<file path="config.mk">
export PLATFORM = sky130hd
export DESIGN_NAME = tile_fill
export DESIGN_NICKNAME = d
export VERILOG_FILES = /design/src/rtl/mm_tile_pkg.sv /design/src/rtl/tile_idx_walker.sv /design/src/rtl/tile_fill.sv
export SDC_FILE = /design/constraint.sdc
export NUM_CORES = 1
export LEC_CHECK = 0
export BUFFER_PORTS_ARGS = -buffer_cell sky130_fd_sc_hd__buf_2
export CELL_PAD_IN_SITES_DETAIL_PLACEMENT = 1
export CELL_PAD_IN_SITES_GLOBAL_PLACEMENT = 2
export CORE_MARGIN = 3
export CORE_UTILIZATION = 28
export CTS_CLUSTER_DIAMETER = 40
export CTS_CLUSTER_SIZE = 12
export DETAILED_ROUTE_END_ITERATION = 6
export PLACE_DENSITY_LB_ADDON = 0.1
export SLEW_MARGIN = 20
export SYNTH_ARGS = -nofsm -noshare
export SYNTH_HDL_FRONTEND = slang
export SYNTH_SLANG_ARGS = --single-unit
</file>
<file path="constraint.sdc">
create_clock -name clk -period 2.2 [get_ports clk]
set_input_delay 0.22 -clock clk [delete_from_list [all_inputs] [get_ports clk]]
set_output_delay 0.22 -clock clk [all_outputs]
set_load 0.02 [all_outputs]
</file>
<file path="src/rtl/mm_tile_pkg.sv">
// Shared types for the operand-tile fill and result-tile drain engines.
package mm_tile_pkg;

  typedef logic [15:0] tile_idx_t;

  typedef enum logic [1:0] {
    S_IDLE,
    S_FILL,
    S_DONE
  } fill_state_t;

endpackage

</file>
<file path="src/rtl/tile_idx_walker.sv">
// Row/column index walker over a tile; column-fastest or row-fastest order.
// 'last' flags that the current index is the final element of the tile.
module tile_idx_walker
  import mm_tile_pkg::*;
#(
  parameter int CW = 9
) (
  input  logic          clk,
  input  logic          rst,
  input  logic          clear,
  input  logic          step,
  input  logic          col_major,
  input  tile_idx_t     rows_m1,
  input  tile_idx_t     cols_m1,
  output tile_idx_t     row,
  output logic [CW-1:0] col_lo,
  output logic          last
);

  tile_idx_t row_q, row_d;
  tile_idx_t col_q, col_d;
  logic      row_end;
  logic      col_end;

  assign row_end = (row_q == rows_m1);
  assign col_end = (col_q == cols_m1);
  assign last    = row_end && col_end;
  assign row     = row_q;
  assign col_lo  = col_q[CW-1:0];

  // The owner leaves the walk after the final index, so no wrap is needed there.
  always_comb begin
    row_d = row_q;
    col_d = col_q;
    if (clear) begin
      row_d = '0;
      col_d = '0;
    end else if (step) begin
      if (col_major) begin
        if (row_end) begin
          row_d = '0;
          col_d = col_q + 16'd1;
        end else begin
          row_d = row_q + 16'd1;
        end
      end else begin
        if (col_end) begin
          col_d = '0;
          row_d = row_q + 16'd1;
        end else begin
          col_d = col_q + 16'd1;
        end
      end
    end
  end

  always_ff @(posedge clk) begin
    if (rst) begin
      row_q <= '0;
      col_q <= '0;
    end else begin
      row_q <= row_d;
      col_q <= col_d;
    end
  end

endmodule

</file>
<file path="src/rtl/tile_fill.sv">
// Fills an operand tile into row-banked BRAMs from a ready/valid element stream.
// Bank = tile row, address = {bankset_sel, col}; writes are registered one cycle after acceptance.
module tile_fill
  import mm_tile_pkg::*;
#(
  parameter int W  = 8,
  parameter int T  = 16,
  parameter int AW = 10
) (
  input  logic                   clk,
  input  logic                   rst,
  input  logic                   start,
  output logic                   busy,
  output logic                   done,
  output logic                   err,
  input  logic [15:0]            tile_rows,
  input  logic [15:0]            tile_cols,
  input  logic                   bankset_sel,
  input  logic                   col_major,
  input  logic                   in_valid,
  output logic                   in_ready,
  input  logic [W-1:0]           in_data,
  input  logic                   in_last,
  output logic [T-1:0]           b_we,
  output logic [T-1:0][AW-1:0]   b_addr,
  output logic [T-1:0][W-1:0]    b_din
);

  localparam int MAX_COLS = 2 ** (AW - 1);

  fill_state_t state_q, state_d;
  tile_idx_t   rows_m1_q, rows_m1_d;
  tile_idx_t   cols_m1_q, cols_m1_d;
  logic        sel_q, sel_d;
  logic        col_major_q, col_major_d;
  logic        err_q, err_d;
  logic        done_q, done_d;

  logic [T-1:0]         b_we_q, b_we_d;
  logic [T-1:0][AW-1:0] b_addr_q, b_addr_d;
  logic [T-1:0][W-1:0]  b_din_q, b_din_d;

  logic          accept;
  logic          walk_clear;
  logic          last_idx;
  tile_idx_t     row_idx;
  logic [AW-2:0] col_addr;
  logic [T-1:0]  hit;
  logic          shape_zero;
  logic          shape_big;

  assign busy     = (state_q == S_FILL);
  assign in_ready = busy;
  assign accept   = in_valid && busy;
  assign done     = done_q;
  assign err      = err_q;
  assign b_we     = b_we_q;
  assign b_addr   = b_addr_q;
  assign b_din    = b_din_q;

  assign shape_zero = (tile_rows == 16'd0) || (tile_cols == 16'd0);
  assign shape_big  = (tile_rows > tile_idx_t'(T)) || (tile_cols > tile_idx_t'(MAX_COLS));

  tile_idx_walker #(
    .CW (AW - 1)
  ) u_walker (
    .clk       (clk),
    .rst       (rst),
    .clear     (walk_clear),
    .step      (accept),
    .col_major (col_major_q),
    .rows_m1   (rows_m1_q),
    .cols_m1   (cols_m1_q),
    .row       (row_idx),
    .col_lo    (col_addr),
    .last      (last_idx)
  );

  // done trails the S_DONE state by one cycle so it lands after the final write.
  always_comb begin
    state_d     = state_q;
    rows_m1_d   = rows_m1_q;
    cols_m1_d   = cols_m1_q;
    sel_d       = sel_q;
    col_major_d = col_major_q;
    err_d       = err_q;
    walk_clear  = 1'b0;
    done_d      = (state_q == S_DONE);
    unique case (state_q)
      S_IDLE: begin
        if (start) begin
          err_d = shape_big;
          if (shape_zero || shape_big) begin
            state_d = S_DONE;
          end else begin
            state_d     = S_FILL;
            rows_m1_d   = tile_rows - 16'd1;
            cols_m1_d   = tile_cols - 16'd1;
            sel_d       = bankset_sel;
            col_major_d = col_major;
            walk_clear  = 1'b1;
          end
        end
      end
      S_FILL: begin
        if (accept) begin
          if (last_idx != in_last) err_d = 1'b1;
          if (last_idx) state_d = S_DONE;
        end
      end
      S_DONE:  state_d = S_IDLE;
      default: state_d = S_IDLE;
    endcase
  end

  for (genvar gi = 0; gi < T; gi++) begin : g_bank
    assign hit[gi] = accept && (row_idx == tile_idx_t'(gi));
  end

  always_comb begin
    b_we_d   = hit;
    b_addr_d = b_addr_q;
    b_din_d  = b_din_q;
    for (int i = 0; i < T; i++) begin
      if (hit[i]) begin
        b_addr_d[i] = {sel_q, col_addr};
        b_din_d[i]  = in_data;
      end
    end
  end

  always_ff @(posedge clk) begin
    if (rst) begin
      state_q     <= S_IDLE;
      rows_m1_q   <= '0;
      cols_m1_q   <= '0;
      sel_q       <= 1'b0;
      col_major_q <= 1'b0;
      err_q       <= 1'b0;
      done_q      <= 1'b0;
      b_we_q      <= '0;
      b_addr_q    <= '0;
      b_din_q     <= '0;
    end else begin
      state_q     <= state_d;
      rows_m1_q   <= rows_m1_d;
      cols_m1_q   <= cols_m1_d;
      sel_q       <= sel_d;
      col_major_q <= col_major_d;
      err_q       <= err_d;
      done_q      <= done_d;
      b_we_q      <= b_we_d;
      b_addr_q    <= b_addr_d;
      b_din_q     <= b_din_d;
    end
  end

endmodule
</file>
=== Word level (Yosys, flattened, before mapping) ===
Cells that the tools add are included.

* Bits in registers: 374
* Bits in latches: 0
* RAM bits: 0
* Memory bits (read-only): 0
* Bits of input ports: 47
* Output and inout bits: 308
* Memories kept: 0

* Add/sub/neg operators: 4
* Multiply operators: 0
* Divide/modulo/power cells: 0
* Order comparisons: 2
* Equal/unequal tests: 25
* Shift operators: 0
* Muxes and demuxes: 18
* Bitwise operators: 1
* Reduce and logical (&&, ||, !) cells: 33

{| class="wikitable"
|+ Operators by type and width
! operator !! count
|-
| equality test 16 x 4 -> 1 bit, second input constant || 8
|-
| two-way mux 16 bit || 6
|-
| equality test 16 x 3 -> 1 bit, second input constant || 4
|-
| zero test 16 bit || 3
|-
| adder 16 x 1 -> 16 bit, second input constant || 2
|-
| equality test 16 bit || 2
|-
| equality test 16 x 2 -> 1 bit, second input constant || 2
|-
| subtractor 16 x 1 -> 16 bit, second input constant || 2
|-
| logical AND 1 bit || 18
|-
| equality test 16 x 1 -> 1 bit, second input constant || 1
|-
| greater-than comparator 16 x 10 -> 1 bit, second input constant || 1
|-
| greater-than comparator 16 x 5 -> 1 bit, second input constant || 1
|-
| two-way mux 2 bit || 4
|-
| inequality test 2 x 1 -> 1 bit, second input constant || 4
|-
| two-way mux 1 bit || 6
|-
| AND reduction 3 bit || 2
|-
| one-hot mux 2 bit (2 select lines) || 1
|-
| AND reduction 2 bit || 2
|-
| AND reduction 4 bit || 1
|-
| nonzero test 2 bit || 2
|-
| logical OR 1 bit || 3
|-
| equality test 2 x 1 -> 1 bit, second input constant || 1
|-
| equality test 2 bit, second input constant || 1
|-
| zero test 2 bit || 1
|-
| other kinds (5) || 5
|}

=== Logic depth before layout (Yosys ltp) ===
Gate-level depths: netlist of the first run.

* Depth in word-level cells: 7
* Gate-level depth with buffers: 10

=== By module ===
Synthesis of the first run repeated with hierarchy kept, for this count alone.

* Cell total of the unflattened synthesis: 1,601
* Area total of the unflattened synthesis: 14,721.6 sq um

{| class="wikitable"
|+ Modules (own cells, without submodules)
! module !! times used !! cells each !! area an instance (sq um) !! seq. area each (sq um)
|-
| tile_fill || 1 || 1,360 || 12,683.4 || 6,846.6
|-
| tile_idx_walker || 1 || 241 || 2,038.2 || 640.6
|}

=== Worst setup path before layout of the first run ===
Ideal clock, no wire load.

* Kind: register -> register
* Start point: register u_walker.row_q[13] (netlist: u_walker.row[13])
* End point: register u_walker.col_q[8]
* Setup time: 71 ps
* Arrival time: 2,006 ps
* Slack: 122 ps
* Cell stages (with the launch flop): 7
* Path through: dfxtp_1 -> xnor2_1 -> nand4_1 -> o41ai_4 -> or3b_1 -> or3_1 -> a21oi_1

* Word-level cells in the longest chain between the ends: 3

{| class="wikitable"
|+ RTL lines
! element !! line !! source
|-
| start, declared || tile_idx_walker.sv:20 || <nowiki>tile_idx_t row_q, row_d;</nowiki>
|-
| start signal, assigned || tile_idx_walker.sv:62 || <nowiki>row_q <= row_d;</nowiki>
|-
| equality test 16 bit || tile_idx_walker.sv:25 || <nowiki>assign row_end = (row_q == rows_m1);</nowiki>
|-
| inequality test 2 x 1 -> 1 bit (no source line) || - ||
|-
| AND reduction 2 bit (no source line) || - ||
|-
| end signal, assigned || tile_idx_walker.sv:63 || <nowiki>col_q <= col_d;</nowiki>
|-
| end, declared || tile_idx_walker.sv:21 || <nowiki>tile_idx_t col_q, col_d;</nowiki>
|}

Every way passes these cells.
A chain may end at the register's enable or synchronous reset.

=== Worst setup path in the final report of the first run ===
* Start point: register u_walker.col_q[3]
* End point: register u_walker.row_q[13] (netlist: u_walker.row[13])

* Word-level cells in the longest chain between the ends: 3

{| class="wikitable"
|+ RTL lines
! element !! line !! source
|-
| equality test 16 bit || tile_idx_walker.sv:26 || <nowiki>assign col_end = (col_q == cols_m1);</nowiki>
|-
| nonzero test 2 bit (no source line) || - ||
|-
| AND reduction 2 bit (no source line) || - ||
|}

Every way passes these cells.

==> results_dict.tcl, run 1 <==
set metrics [dict create \
    status "complete, no violations" \
    dp_slack_ns -0.06318 \
    antenna_found_initial 0 \
    maxCapViolations 0 \
    wl_um 58990 \
    insertion_delay_ns 0.60 \
    routed_via_density 4.690 \
    period_share_pct 97.16 \
    syn_avg_cell_area_um2 8.421 \
    diodes 0 \
    synth_top_area_share_pct 53.02 \
    hold_ws_ns 0.03392 \
    arrival_ns 2.62 \
    crit_type "flop to flop" \
    synth.area.top_cells "dfxtp_1 (53%), nand2_1 (12%), a21oi_1 (8.2%)" \
    grt_pass1_vias 13620 \
    die_y_um 230.6 \
    die_area_um2 53170 \
    fin_cells 2831 \
    period_needed_ns 2.138 \
    synth-seq-area-share_pct 53.02 \
    yosys.area.top_type "dfxtp_1" \
    fmax_mhz 467.8 \
    max_slew.worst_pin.slew_ns 0.8242 \
    dr.pass1.iters 5 \
    cts_tree "done" \
    core_um2 49360 \
    dpl.cell_count 2674 \
    grt_max_degree 157 \
    cts_made_buffers 73 \
    post-dp-hpwl_um 40010 \
    area_growth_pct 44.23 \
    fin_skew_ns 0.02207 \
    max_slew_margin_pct 45.05 \
    ant_nets 0 \
    synthesis.area_um2 14120 \
    setup_viol 0 \
    grt_overflow 0 \
    start_kind "flop" \
    synth_edf_count 0 \
    clkTransAtPathRegs_ns 0.05 \
    end_kind "flop" \
    finalHoldViolCount 0 \
    design_area_um2 20370 \
    num_io_pins 355 \
    htree_levels 3 \
    dpl_cell_area_um2 17200 \
    synthArstFlopShare_pct 0 \
    die_x_um 230.6 \
    worstPathRequired_ns 2.68 \
    drc 0 \
    yosys_register_bits 374 \
    synth-warning-count 0 \
    root_buffer "clkbuf_16" \
    fin_ws_ns 0.06245 \
    initial_utilization_pct 28.61 \
    cp_max_fo 17 \
    gp_congestion 0.8478 \
    avgRoutedWirePerCell_um 20.84 \
    rows 81 \
    peakVddDrop_mv 0.7760 \
    nets 2162 \
    cts_buffer_depth 3 \
    route.vias.total 13280 \
    ys_types 54 \
    powerDensity_nw_per_um2 942.3 \
    drt-initial-drc-count 680 \
    portBuffers 354 \
    track_usage_pct 21.49 \
    cts_sinks 374 \
    drive_gt1_share_pct 30.69 \
    rsz0062_at_grt "yes" \
    hold_path_class "input pin to flop" \
    synth.net_count 1731 \
    synth_cells 1677 \
    ys.flop_type "dfxtp_1" \
    grt_pass1_wl_um 86730 \
    final_max_slew_viol_count 0 \
    cellLeakagePower_nw 8.212 \
]
-- path summary, 6_finish.rpt --
check / depth (start not counted) / slack (ns) / start / end
setup reg to reg: 7 / 0.06 / u_walker.col_q[3] / u_walker.row[13]
hold / removal: 3 / 0.03 / tile_rows[3] / rows_m1_q[3]
setup / recovery: 7 / 0.06 / u_walker.col_q[3] / u_walker.row[13]
hold reg to reg: 2 / 0.45 / b_din[86] / b_din[86]
-- Yosys cell counts (all sizes together) (10+ instances only) --
cell and count:
and3 17, nor4 15, mux2i 72, nand4 17, a211oi 15, inv 11
a21oi 230, nor2 160, dfxtp 374, nand3 17, nor3 23, xnor2 57
clkbuf 95, nand2 469, buf 23, o21ai 10
-- flip-flops by register name (all words and copies together), names as in the netlist --
register        flops
b_we               16
rows_m1_q          16
cols_m1_q          16
err                 1
state_q             2
b_addr            160
done                1
b_din             128
u_walker.row       16
col_major_q         1
u_walker.col_q     16
sel_q               1
-- critical path, stage by stage (launching register included) --
cell	delay, ns
dfxtp_1	0.34
xnor2_1	0.28
nand4_1	0.16
o41a_1	0.50
buf_12	0.18
nor4_2	0.34
xnor2_1	0.16
nor2_1	0.05
-- through the flow --
step / power, W / TNS, ns / util (%)
6_report: 0.01919 / 0 / 41.27
5_1_grt: 0.01985 / -0.06587 / 41.27
4_1_cts: 0.01946 / -0.01382 / 40.64
3_5_place_dp: 0.007394 / -0.2464 / 34.85
3_3_place_gp: 0.007390 / -0.07386 / 34.85
2_1_floorplan: 0.007168 / 0 / -
-- cell families (layout without fill, tap and decap cells) --
logic type / after synthesis / after routing / share of synthesized area (%)
simple gates: 758 / 758 / 22.80
flops: 374 / 374 / 53.02
compound gates: 273 / 273 / 10.58
buf+inv: 129 / 619 / 3.916
mux: 72 / 72 / 5.103
xor+xnor: 64 / 64 / 3.969
fa+ha+maj: 7 / 7 / 0.6202
-- power breakdown --
group,total (W),internal [W],switching (W),leakage [nW]
sequential,0.00680,0.00680,0.00000678,3.02
clock,0.0119,0.00798,0.00393,1.29
combinational,0.000474,0.000146,0.000327,3.90
total,0.0192,0.0149,0.00427,8.21
-- per-layer routing --
metal	GRT usage (%)	up-vias	wire length, um
met3	5.195	80	3044
met2	34.59	318	26840
li1	-	6430	-
met1	28.57	6448	27630
met5	0	-	0
met4	6.411	0	1487
-- placed cells by master (no fill, tap or decap), types with 9 or more instances in the layout --
master,n
inv_1,11
clkbuf_8,14
dfxtp_2,15
a21oi_1,227
nor2_1,146
xnor2_1,53
and3_1,17
buf_12,20
buf_4,78
buf_2,353
clkinv_4,11
nand2_1,469
clkbuf_16,76
nor3_1,18
mux2i_1,72
o21ai_0,9
a211oi_1,15
nand4_1,17
dfxtp_1,355
nand3_1,15
bufinv_16,11
nor2_2,10
dlygate4sd3_1,14
-- layout make-up --
class / instances / area [um^2]
clock buffers: 91 / 2056
clock inverters: 43 / 600.6
fillers: 5776 / 28990
inverters: 11 / 41.29
multi-input cells: 1174 / 6294
flip-flops and latches: 374 / 7521
well taps: 664 / 830.8
repair buffers: 474 / 3025
-- timing repair --
item | CTS | global route
setup endpoints to repair | 9 | 337
endpoints found under the hold margin | 21 | 0
cloned | 0 | 3
hold buffers | 14 | 0
pin swaps | 4 | 10
buffers inserted | 4 | 2
gates resized for setup | 10 | 56
Note: power is estimated with default switching activity, not from simulation.
==> run 2, diff against run 1 <==
--- a/config.mk
+++ b/config.mk
@@ -9,7 +9,7 @@
 export CELL_PAD_IN_SITES_DETAIL_PLACEMENT = 1
 export CELL_PAD_IN_SITES_GLOBAL_PLACEMENT = 2
 export CORE_MARGIN = 3
-export CORE_UTILIZATION = 28
+export CORE_UTILIZATION = 34
 export CTS_CLUSTER_DIAMETER = 40
 export CTS_CLUSTER_SIZE = 12
 export DETAILED_ROUTE_END_ITERATION = 6
@@ -17,4 +17,5 @@
 export SLEW_MARGIN = 20
 export SYNTH_ARGS = -nofsm -noshare
 export SYNTH_HDL_FRONTEND = slang
+export SYNTH_HIERARCHICAL = 1
 export SYNTH_SLANG_ARGS = --single-unit
==> constraint.sdc (replaced) <==
create_clock -name clk -period 2.7 [get_ports clk]
set_input_delay 0.27 -clock clk [delete_from_list [all_inputs] [get_ports clk]]
set_output_delay 0.27 -clock clk [all_outputs]
set_load 0.02 [all_outputs]
==> run 2 against run 1 <==
Compared with the run above:
- first-iteration DRC count is 8.7% lower
- global-route usage grew 0.78 points
- maximum frequency down 13%
- critical endpoint is now b_addr[117]
- largest power group unchanged
==> results_dict.tcl, run 2 <==
set metrics [dict create \
    final_common_cell "dfxtp_1" \
    track_usage_pct 22.27 \
    drt-initial-drc-count 621 \
    final_max_slew_viol_count 0 \
    drc 0 \
    synth.net_count 1653 \
    holdPathEnd "col_major_q" \
    worst-path-buf-inv 2 \
    avgRoutedWirePerCell_um 20.37 \
    portBuffers 354 \
    ant_nets 0 \
    finalHoldViolCount 0 \
    period_needed_ns 2.462 \
    yosys-top-cells-count "dfxtp_1 (374), nand2_1 (305), nor2_1 (191)" \
    root_buffer "clkbuf_16" \
    crit_family "simple AND/OR/NAND/NOR gates" \
    crit_chain "or4_1, nor4_4, buf_4, nand3_1, buf_4, mux2i_1, nor2_1" \
    worstPathRequired_ns 3.14 \
    wl_um 52430 \
    cts_sinks 374 \
    rr_startpoint "u_walker/row[10]" \
    drive_gt1_share_pct 28.74 \
    route.vias.total 12590 \
    dp_slack_ns 0.2461 \
    synth_edf_count 0 \
    yosys.area.top_type "dfxtp_1" \
    peakVddDrop_mv 0.5082 \
    clkTransAtPathRegs_ns 0.06 \
    r2r_end "b_addr[117]" \
    fillers 4935 \
    syn_avg_cell_area_um2 9.195 \
    grt_pass1_vias 12850 \
    routed_via_density 4.889 \
    cp_slowest_stage_delay_ns 0.69 \
    synth-seq-area-share_pct 50.86 \
    powerDensity_nw_per_um2 709.0 \
    maxCapViolations 0 \
    worstHoldStart "rst" \
    ys_types 55 \
    ys.flop_type "dfxtp_1" \
    num_io_pins 355 \
    start_kind "flop" \
    reg2reg_slack_ns 0.24 \
    hold_ws_ns 0.06385 \
    fin_skew_ns 0.01879 \
    grt_pass1_wl_um 80300 \
    cp_max_fo 12 \
    fin_ws_ns 0.2379 \
    gp_congestion 0.7997 \
    die_x_um 214.1 \
    crit_slowest_cell "or4_1" \
    largest_reg_flops 160 \
    cellLeakagePower_nw 8.629 \
    die_area_um2 45830 \
    hold_path_depth 2 \
    crit_type "flop to flop" \
    synthesis.area_um2 14720 \
    cts_tree "done" \
    grt_overflow 0 \
    setup_tns_ns 0 \
    antenna_found_initial 0 \
    synthArstFlopShare_pct 0 \
    cts_made_buffers 60 \
    rsz0062_at_grt "no" \
    dr.pass1.iters 5 \
    synth_top_area_share_pct 50.86 \
    ff2ff_path_depth 7 \
    rows 75 \
    nets 2000 \
    area_growth_pct 29.07 \
    arrival_ns 2.90 \
    die_y_um 214.1 \
    initial_utilization_pct 34.78 \
    max_slew.worst_pin.slew_ns 0.7807 \
    post-dp-hpwl_um 35800 \
    period_share_pct 91.19 \
    multi_input_area_um2 6427 \
    synth.area.top_cells "dfxtp_1 (51%), mux2i_1 (9.9%), nand2_1 (7.8%)" \
    max_slew_margin_pct 47.95 \
    diodes 0 \
    setup_viol 0 \
    fmax_mhz 406.2 \
    synth-warning-count 6 \
    cp_common_cell "buf_4" \
    grt_max_degree 139 \
    final_cell_mix "dfxtp_1 (374), buf_2 (353), nand2_1 (305)" \
    crit_start "u_walker/row[10]" \
    end_kind "flop" \
    htree_levels 2 \
    status "complete, no violations" \
    synth_cells 1601 \
    insertion_delay_ns 0.59 \
    seqCellArea_um2 7487 \
    yosysMostFrequentCell "dfxtp_1" \
    cts_buffer_depth 3 \
    hold_path_class "input pin to flop" \
    core_um2 42320 \
    yosys_register_bits 374 \
    cts_setup_buffers 0 \
]
run 2: cell families (layout without fill, tap and decap cells):
family                   Yosys count  count (layout)  synth area share [%]
AO/OA/AOI/OAI                    214             214                 9.153
XOR/XNOR                          69              69                 4.105
adder cells (fa/ha/maj)            5               5                0.4250
buffers and inverters            142             538                 5.550
flip-flops                       374             374                 50.86
multiplexers                     145             145                 9.859
AND/OR/NAND/NOR                  652             652                 20.05
run 2: worst max path at each step:
stage | cells past startpoint | end
5_1_grt | 12 | u_walker/row[10]
3_3_place_gp | 11 | u_walker/row[2]
3_5_place_dp | 11 | u_walker/row[10]
2_1_floorplan | 10 | u_walker/col_q[9]
6_report | 7 | b_addr[117]
4_1_cts | 7 | b_addr[117]
run 2: what timing repair did:
item / 4_1_cts / 5_1_grt
endpoints found under the setup margin: 0 / 0
hold buffers: 7 / 0
hold endpoints to repair: 7 / 0
gates resized for setup: 0 / 0
run 2: through the flow:
| stage | cells | util (%) | total power [W] | instance area, um^2 |
|---|---|---|---|---|
| after floorplan | 1601 | - | 0.005866 | 14720 |
| after CTS | 2574 | 44.90 | 0.01364 | 19000 |
| after global placement | 2456 | 39.99 | 0.006012 | 16930 |
| final | 2574 | 44.90 | 0.01347 | 19000 |
| after global routing | 2574 | 44.90 | 0.01394 | 19000 |
| after detailed placement | 2456 | 39.99 | 0.006015 | 16930 |
run 2: layout make-up:
type | count | share of cell area [%]
flip-flops and latches | 374 | 39.40
multi-input cells | 1085 | 33.83
repair buffers | 417 | 12.22
clock buffers | 70 | 8.422
well taps | 577 | 3.800
clock inverters | 41 | 2.127
inverters | 10 | 0.1976
run 2: report_power, final:
group / total [W] / internal (W) / switching (W)
clock network: 0.00757 / 0.00467 / 0.00290
registers: 0.00555 / 0.00553 / 0.0000124
logic: 0.000357 / 0.0000963 / 0.000261
run 2: per-layer routing:
metal	vias to the layer above	track usage, %	share of wire (%)
li1	6064	-	-
met4	0	6.698	2.8
met1	6137	29.72	46
met2	307	36.77	46
met5	-	0	0
met3	77	4.251	4.9
